$ cat config.mk
export PLATFORM = sky130hd
export DESIGN_NAME = dispense_timer
export DESIGN_NICKNAME = d
export VERILOG_FILES = /design/src/rtl/dispenser_pkg.sv /design/src/rtl/tick_prescaler.sv /design/src/rtl/dispense_timer.sv
export SDC_FILE = /design/constraint.sdc
export NUM_CORES = 1
export LEC_CHECK = 0
export ABC_AREA = 1
export BUFFER_PORTS_ARGS = -buffer_cell sky130_fd_sc_hd__buf_4
export CAP_MARGIN = 5
export CORE_MARGIN = 5
export CORE_UTILIZATION = 44
export CTS_CLUSTER_SIZE = 25
export DETAILED_ROUTE_END_ITERATION = 8
export PLACE_DENSITY = 0.65
export SKIP_CTS_REPAIR_TIMING = 1
export SYNTH_ARGS = -nofsm -noshare
export SYNTH_HDL_FRONTEND = slang
export SYNTH_HIERARCHICAL = 1
export SYNTH_SLANG_ARGS = --single-unit
$ cat constraint.sdc
create_clock -name clk -period 3.85 [get_ports clk]
set_clock_uncertainty 0.15 [all_clocks]
set_input_delay 0.77 -clock clk [delete_from_list [all_inputs] [get_ports clk]]
set_output_delay 0.77 -clock clk [all_outputs]
set_load 0.005 [all_outputs]
$ cat src/rtl/dispenser_pkg.sv
// Shared definitions for the pet food dispenser controller and its timing back-end.
// Command codes, timer state encoding and count width.
package dispenser_pkg;
  localparam int CONT_W = 16;

  localparam logic [1:0] CMD_IDLE  = 2'b00;
  localparam logic [1:0] CMD_WAIT  = 2'b01;
  localparam logic [1:0] CMD_DISP  = 2'b10;
  localparam logic [1:0] CMD_FAULT = 2'b11;

  typedef enum logic [1:0] {
    ST_IDLE    = 2'b00,
    ST_COUNT   = 2'b01,
    ST_EXPIRED = 2'b10
  } state_t;
endpackage

$ cat src/rtl/tick_prescaler.sv
// Free-running 0..PRESC-1 divider; tick is combinational in the last count cycle while en.
// Latency: first tick PRESC clocks after clr; no backpressure, clr wins over en.
module tick_prescaler #(
  parameter int PRESC = 2
) (
  input  logic clk,
  input  logic reset,
  input  logic clr,
  input  logic en,
  output logic tick
);
  localparam int W = (PRESC > 1) ? $clog2(PRESC) : 1;
  localparam logic [W-1:0] LAST = W'(PRESC - 1);

  logic [W-1:0] cnt_q;

  assign tick = en && (cnt_q == LAST);

  always_ff @(posedge clk or posedge reset) begin
    if (reset) begin
      cnt_q <= '0;
    end else if (clr) begin
      cnt_q <= '0;
    end else if (en) begin
      cnt_q <= tick ? '0 : cnt_q + 1'b1;
    end
  end
endmodule

$ cat src/rtl/dispense_timer.sv
// Feed-interval / dispense-duration timer with motor step generation; loads on any cmd change,
// outputs valid one clock after the load edge, no backpressure. SIM_FAST_TICK_EN forces PRESC=4, STEP_DIV=2.
module dispense_timer
  import dispenser_pkg::*;
#(
  parameter int CLK_HZ   = 50000000,
  parameter int TICK_HZ  = 1,
  parameter int STEP_DIV = 25000
) (
  input  logic              clk,
  input  logic              reset,
  input  logic [1:0]        cmd,
  input  logic [CONT_W-1:0] interval,
  input  logic [CONT_W-1:0] dispense_len,
  output logic [CONT_W-1:0] cont,
  output logic              done,
  output logic              busy,
  output logic              motor_step
);
`ifdef SIM_FAST_TICK_EN
  localparam int PRESC  = 4;
  localparam int STEP_N = 2;
`else
  localparam int PRESC  = CLK_HZ / TICK_HZ;
  localparam int STEP_N = STEP_DIV;
`endif

  state_t            state_q;
  logic [1:0]        cmd_q;
  logic [CONT_W-1:0] cont_q;
  logic              done_q;
  logic              busy_q;
  logic              motor_q;

  logic              load;
  logic [CONT_W-1:0] load_val;
  logic              tick;
  logic              step_tick;

  assign load     = (cmd != cmd_q);
  assign load_val = (cmd == CMD_WAIT) ? interval : dispense_len;

  tick_prescaler #(.PRESC(PRESC)) u_tick (
    .clk   (clk),
    .reset (reset),
    .clr   (load),
    .en    (state_q == ST_COUNT),
    .tick  (tick)
  );

  tick_prescaler #(.PRESC(STEP_N)) u_step (
    .clk   (clk),
    .reset (reset),
    .clr   (load),
    .en    ((state_q == ST_COUNT) && (cmd_q == CMD_DISP)),
    .tick  (step_tick)
  );

  // A load on the same edge as a tick takes priority and swallows that tick.
  always_ff @(posedge clk or posedge reset) begin
    if (reset) begin
      state_q <= ST_IDLE;
      cmd_q   <= CMD_IDLE;
      cont_q  <= '0;
      done_q  <= 1'b0;
      busy_q  <= 1'b0;
      motor_q <= 1'b0;
    end else begin
      cmd_q  <= cmd;
      done_q <= 1'b0;
      if (load) begin
        motor_q <= 1'b0;
        if (cmd == CMD_WAIT || cmd == CMD_DISP) begin
          cont_q <= load_val;
          if (load_val == '0) begin
            state_q <= ST_EXPIRED;
            busy_q  <= 1'b0;
            done_q  <= 1'b1;
          end else begin
            state_q <= ST_COUNT;
            busy_q  <= 1'b1;
          end
        end else begin
          cont_q  <= '0;
          state_q <= ST_IDLE;
          busy_q  <= 1'b0;
        end
      end else if (state_q == ST_COUNT) begin
        if (tick && cont_q <= CONT_W'(1)) begin
          cont_q  <= '0;
          done_q  <= 1'b1;
          state_q <= ST_EXPIRED;
          busy_q  <= 1'b0;
          motor_q <= 1'b0;
        end else begin
          if (tick) cont_q <= cont_q - 1'b1;
          if (step_tick) motor_q <= ~motor_q;
        end
      end
    end
  end

  assign cont       = cont_q;
  assign done       = done_q;
  assign busy       = busy_q;
  assign motor_step = motor_q;
endmodule

==> results.md, run 1 <==
* Drt first pass iters at 5
* Sinks on Clock Net at 63
* Final Setup Violations at 0
* Hold Slack at 0.341 ns
* Core footprint at 0.0102 mm2
* Fmax at ~390 MHz
* Final net count at 804
* Fraction of registers with async set/reset at 100%
* Deepest level of the CTS H-tree at 3
* Yosys cell types at 34
* Post-DP HPWL at 9.32 mm
* Crit Path Max Fanout at 8
* Cell area power density at about 340 mW/mm2
* Clk slew on worst S/H paths at approximately 0.070 ns
* Worst path slowest cell: dfrtp_1
* WP data required at 3.95 ns
* RSZ-0062 raised after global routing: false
* Fin. max-slew vios at 0
* # DRC at 0
* Die ar. at 0.0124 mm2
* Max Cap Viol at 0
* Number of diodes at 0
* # IOs at 55
* Ys flop type: dfrtp_1
* CP max stage delay at 0.43 ns
* Clock Latency Late Sink at 0.37 ns
* CP Data Arrival Time at about 2.7 ns
* Final min period at 2.59 ns
* Die H at 111 um
* Synth Area per Inst at 6.41 um2
* Vias after detailed routing at between 4,000 and 5,000
* Dpl ws at 1.14 ns
* Antenna-violating nets left at 0
* Cell row count at 37
* Status: completed
* Area grow syn2layout at 15.4%
* Post-synth net total at approximately 750
* Relative slew margins at about a third
* Placer Congestion at about 0.9
* Commonest non-fill, non-tap cell in the layout: nand2_1
* Post-layout instance count excluding filler cells at 901
* Initial antenna violation count at 0
* Final hold viol count at 0
* Total Wirelength at between 10 and 15 mm
* Inserted Clock Buffers at 9
* IO Port Bufs at 54
* Cell mode on critical path: nand2_1
* CTS tree: yes
* Clk Tree Root Cell: clkbuf_8
* Number of synthesized flops with an enable pin at 0
* Worst setup EP type: register
* Worst-margin pin slew at 0.994 ns
* CTS Buffer Depth at 2
* First-pass GRT wire length at slightly above 20 mm
* Number of global-route vias before repair at 4,421
* Iteration-0 DRC count of the detailed router at 229
* Die width at 111 um
* Total grt overflow at 0
* Leak Pwr at 2.44 nW
* Wire per inst at 13.3 um
* Period utilization at 67.3%
* Setup tns final at 0 ns
* CP Class: reg2reg
* Share of cells above drive strength 1 at 13.7%
* # fillers at ~1,100
* Startpoint Class: register
* Mapped cell area at between 0.004 and 0.005 mm2
* Commonest cells after routing, fill and taps aside: nand2_1 (204), nor2_1 (128), inv_1 (92), dfrtp_1 (63), buf_4 (57)
* Register area share after synthesis at 34.8%
* GRT Total Usage at around a fifth
* Vias per cell at 5.01
* #FFs+latches synth at between 60 and 70
* VDD IR-drop max at 216 uV
* Synthesized netlist cell count at around 700
* Warning count from the yosys run at 6
* Crit path cell chain: ha_1 > inv_1 > nor4_1 > nand2_1 > nor2_1 > inv_1 > nor2_1 > nand2_1 > nor2_1 > nand2_1 > nand2_2 > nand2_1 > and3_1
* PnR worst setup slack at 1.26 ns
* Cells after DPL at 887
* Hold Path Class: in2async
* Largest net degree at the start of global routing at 33
* Initial Util at roughly 44%
-- registers in the layout, summed over array words and instances (netlist names) --
register and count:
cmd_q 2, cont 16, done 1, motor_step 1
state_q 2, u_step/cnt_q 15, u_tick/cnt_q 26
-- cell usage after synthesis, types with 4 or more instances --
cell     count  area [um2]
a21oi_1     16        80.1
o21ai_0     39         195
a21oi_2      5        43.8
nor2_1     128         480
xor2_1      12         105
xnor2_1      7        61.3
dfrtp_1     63        1580
ha_1         6        75.1
nand2_2      8        50.1
nor2_2       8        50.1
nand3_1     50         250
o21ai_1      4        20.0
nor3_1      13        65.1
nand4_1     17         106
buf_2        7        35.0
nand2_1    204         766
inv_1       92         345
-- per-stage QoR --
step / total power, mW / utilization, % / instance area (um2)
after floorplan: 1.06 / - / 4530
after CTS: 1.81 / 51.3 / 5220
after global placement: 1.24 / 49.5 / 5040
after global routing: 1.92 / 51.3 / 5220
final: 1.80 / 51.3 / 5220
after detailed placement: 1.25 / 49.5 / 5040
-- worst max-delay path: cells and delay by family, from the launching register on --
| kind | cells | cell delay (ns) |
|---|---|---|
| buffers and inverters | 2 | 0.14 |
| adder cells (fa/ha/maj) | 1 | 0.19 |
| AND/OR/NAND/NOR | 10 | 1.56 |
| flip-flops | 1 | 0.43 |
-- power breakdown --
| group | internal (mW) | switching, mW | leakage (nW) | total (mW) |
|---|---|---|---|---|
| Clock | 0.307 | 0.255 | 0.0940 | 0.562 |
| Combinational | 0.177 | 0.282 | 1.50 | 0.459 |
| Sequential | 0.706 | 0.0679 | 0.848 | 0.774 |
| Total | 1.19 | 0.605 | 2.44 | 1.80 |
-- area by class of cell --
cell class	count	area [um2]	share of cell area, %
Clock buffer	10	138	2.63
Clock inverter	4	47.5	0.910
Inverter	96	363	6.95
Multi-Input combinational cell	535	2500	47.9
Sequential cell	63	1580	30.2
Tap cell	136	170	3.26
Timing Repair Buffer	57	428	8.19
-- layer usage --
layer	vias to the layer above	wire length, um	GRT usage, %
li1	2326	-	-
met1	2032	5310	25.6
met2	137	5710	33.5
met3	22	667	4.29
met4	0	336	8.76
met5	-	0	0
-- cells by family (layout without fill, tap and decap cells) --
group | count (synthesis) | after routing | share of synthesized area [%]
simple gates | 439 | 439 | 41.1
buf+inv | 108 | 167 | 9.95
compound gates | 71 | 71 | 8.79
flops | 63 | 63 | 34.8
xor+xnor | 19 | 19 | 3.68
fa+ha+maj | 6 | 6 | 1.66
-- worst paths after layout --
| kind | startpoint | end | slack [ns] | cells after the start |
|---|---|---|---|---|
| max reg2reg | u_tick/cnt_q[0] | motor_step | 1.26 | 13 |
| min reg2reg | state_q[1] | state_q[1] | 0.38 | 2 |
| max in group asynchronous | reset | u_tick/cnt_q[13] | 2.42 | 2 |
| min | reset | u_step/cnt_q[7] | 0.34 | 2 |
| min in group clk | state_q[1] | state_q[1] | 0.38 | 2 |
| max | u_tick/cnt_q[0] | motor_step | 1.26 | 13 |
Note: power is estimated with default switching activity, not from simulation.
==> run 2, diff against run 1 <==
==> constraint.sdc (replaced) <==
create_clock -name clk -period 2.63 [get_ports clk]
set_clock_uncertainty 0.15 [all_clocks]
set_input_delay 0.526 -clock clk [delete_from_list [all_inputs] [get_ports clk]]
set_output_delay 0.526 -clock clk [all_outputs]
set_load 0.005 [all_outputs]
==> results.md, run 2 (same netlist as run 1, synthesis figures left out) <==
* Status: completed
* Worst path slowest cell: dfrtp_1
* Wire per inst at ~13 um
* Cells after DPL at 890
* Finished Core Util at between 50% and 60%
* Setup tns final at 0 ns
* CP max stage delay at approximately 0.42 ns
* Cell row count at 37
* VDD IR-drop max at 257 uV
* Non-Filler Cell Area, Final at between 0.005 and 0.006 mm2
* CTS Buffer Depth at 2
* Inserted Clock Buffers at 9
* Post-layout instance count excluding filler cells at 906
* Clk slew on worst S/H paths at 0.07 ns
* Vias after detailed routing at 4,589
* Deepest level of the CTS H-tree at 3
* Worst reg2reg startpoint: u_tick/cnt_q[0]
* Number of global-route vias before repair at 4,359
* Top delay family on crit path: simple AND/OR/NAND/NOR gates
* Total grt overflow at 0
* Period utilization at 91.9%
* # fillers at roughly 1,100
* Post-DP HPWL at 9.29 mm
* Worst setup EP type: register
* Initial Util at about 44%
* Total Wirelength at 11.8 mm
* Worst reg2reg setup slack at 0.21 ns
* Worst-margin pin slew at 0.632 ns
* Hold Path Class: in2async
* Placer Congestion at 0.966
* First-pass GRT wire length at 20.4 mm
* Die width at 111 um
* RSZ-0062 raised after global routing: false
* Worst r2r path cells at 10
* Final min period at 2.42 ns
* GRT Total Usage at 19.8%
* Biggest register: u_tick/cnt_q
* Worst path buffer plus inverter count at 1
* Max reg flops at 26
* Clk Tree Root Cell: clkbuf_8
* Dpl ws at roughly 0.27 ns
* Fin. max-slew vios at 0
* Drt first pass iters at 5
* CTS tree: yes
* PnR worst setup slack at around 0.21 ns
* Sinks on Clock Net at 63
* Vias per cell at 5.07
* Cell area power density at 491 mW/mm2
* WP data required at approximately 2.7 ns
* Fmax at 414 MHz
* Final hold viol count at 0
* Number of diodes at 0
* Commonest non-fill, non-tap cell in the layout: nand2_1
* DP Area at 0.00506 mm2
* Antenna-violating nets left at 0
* Iteration-0 DRC count of the detailed router at 187
* Total power at 2.57 mW
* Final Setup Violations at 0
* Crit Path Max Fanout at 31
* Hold Slack at 0.0785 ns
* Initial antenna violation count at 0
* IO Port Bufs at 54
* Area grow syn2layout at 15.7%
* Commonest cells after routing, fill and taps aside: nand2_1 (204), nor2_1 (128), inv_1 (92), dfrtp_1 (63), buf_4 (60)
* Crit path cell chain: ha_1 > inv_1 > nor4_1 > nand2_1 > nor2_1 > nand2_1 > nand2_4 > o21ai_0 > a21oi_1 > nor2_1
* CP Data Arrival Time at 2.52 ns
* # DRC at 0
* Clock Latency Late Sink at 0.36 ns
* Core footprint at 0.0102 mm2
* # IOs at 55
* Max Cap Viol at 0
* Die H at 111 um
* CP Class: reg2reg
* Largest net degree at the start of global routing at 33
* Final net count at 807
* Worst R2R End: cont[10]
* Relative slew margins at 57.9%
* Startpoint Class: register
* Share of cells above drive strength 1 at about 14%
* Die ar. at between 0.01 and 0.015 mm2
* Leak Pwr at between 2 and 2.5 nW
run 2: worst max path at each step:
stage	start	end	slack, ns	depth (start not counted)
2_1_floorplan	u_tick/cnt_q[0]	motor_step	0.55	13
3_3_place_gp	u_tick/cnt_q[0]	cont[10]	0.31	10
3_5_place_dp	u_tick/cnt_q[0]	cont[10]	0.27	10
4_1_cts	u_tick/cnt_q[0]	cont[10]	0.26	10
5_1_grt	u_tick/cnt_q[0]	motor_step	0.01	13
6_report	u_tick/cnt_q[0]	cont[10]	0.21	10
run 2: area by class of cell:
cell class	count	area [um2]	share of cell area (%)
Clock buffer	13	159	3.03
Clock inverter	3	17.5	0.334
Inverter	96	363	6.93
Multi-Input combinational cell	535	2500	47.8
Sequential cell	63	1580	30.1
Tap cell	136	170	3.25
Timing Repair Buffer	60	450	8.60
run 2: worst reg2reg max path: cells and delay by family, from the launching register on:
| family | cells | cell delay [ns] |
|---|---|---|
| AOI/OAI and AO/OA | 2 | 0.39 |
| buffers and inverters | 1 | 0.07 |
| and+or+nand+nor | 6 | 1.08 |
| adders and majority gates | 1 | 0.19 |
| DFF | 1 | 0.42 |
run 2: power by group:
group	total [mW]	internal [mW]	leakage, nW	switching (mW)
combinational	0.669	0.261	1.51	0.408
clock	0.774	0.391	0.0894	0.383
sequential	1.13	1.03	0.848	0.0971
total	2.57	1.69	2.45	0.889
run 2: metal layers:
metal | GRT usage, % | share of wire [%]
met2 | 33.4 | 48
met3 | 2.93 | 4.8
met4 | 8.52 | 2.5
met5 | 0 | 0
met1 | 25.4 | 44
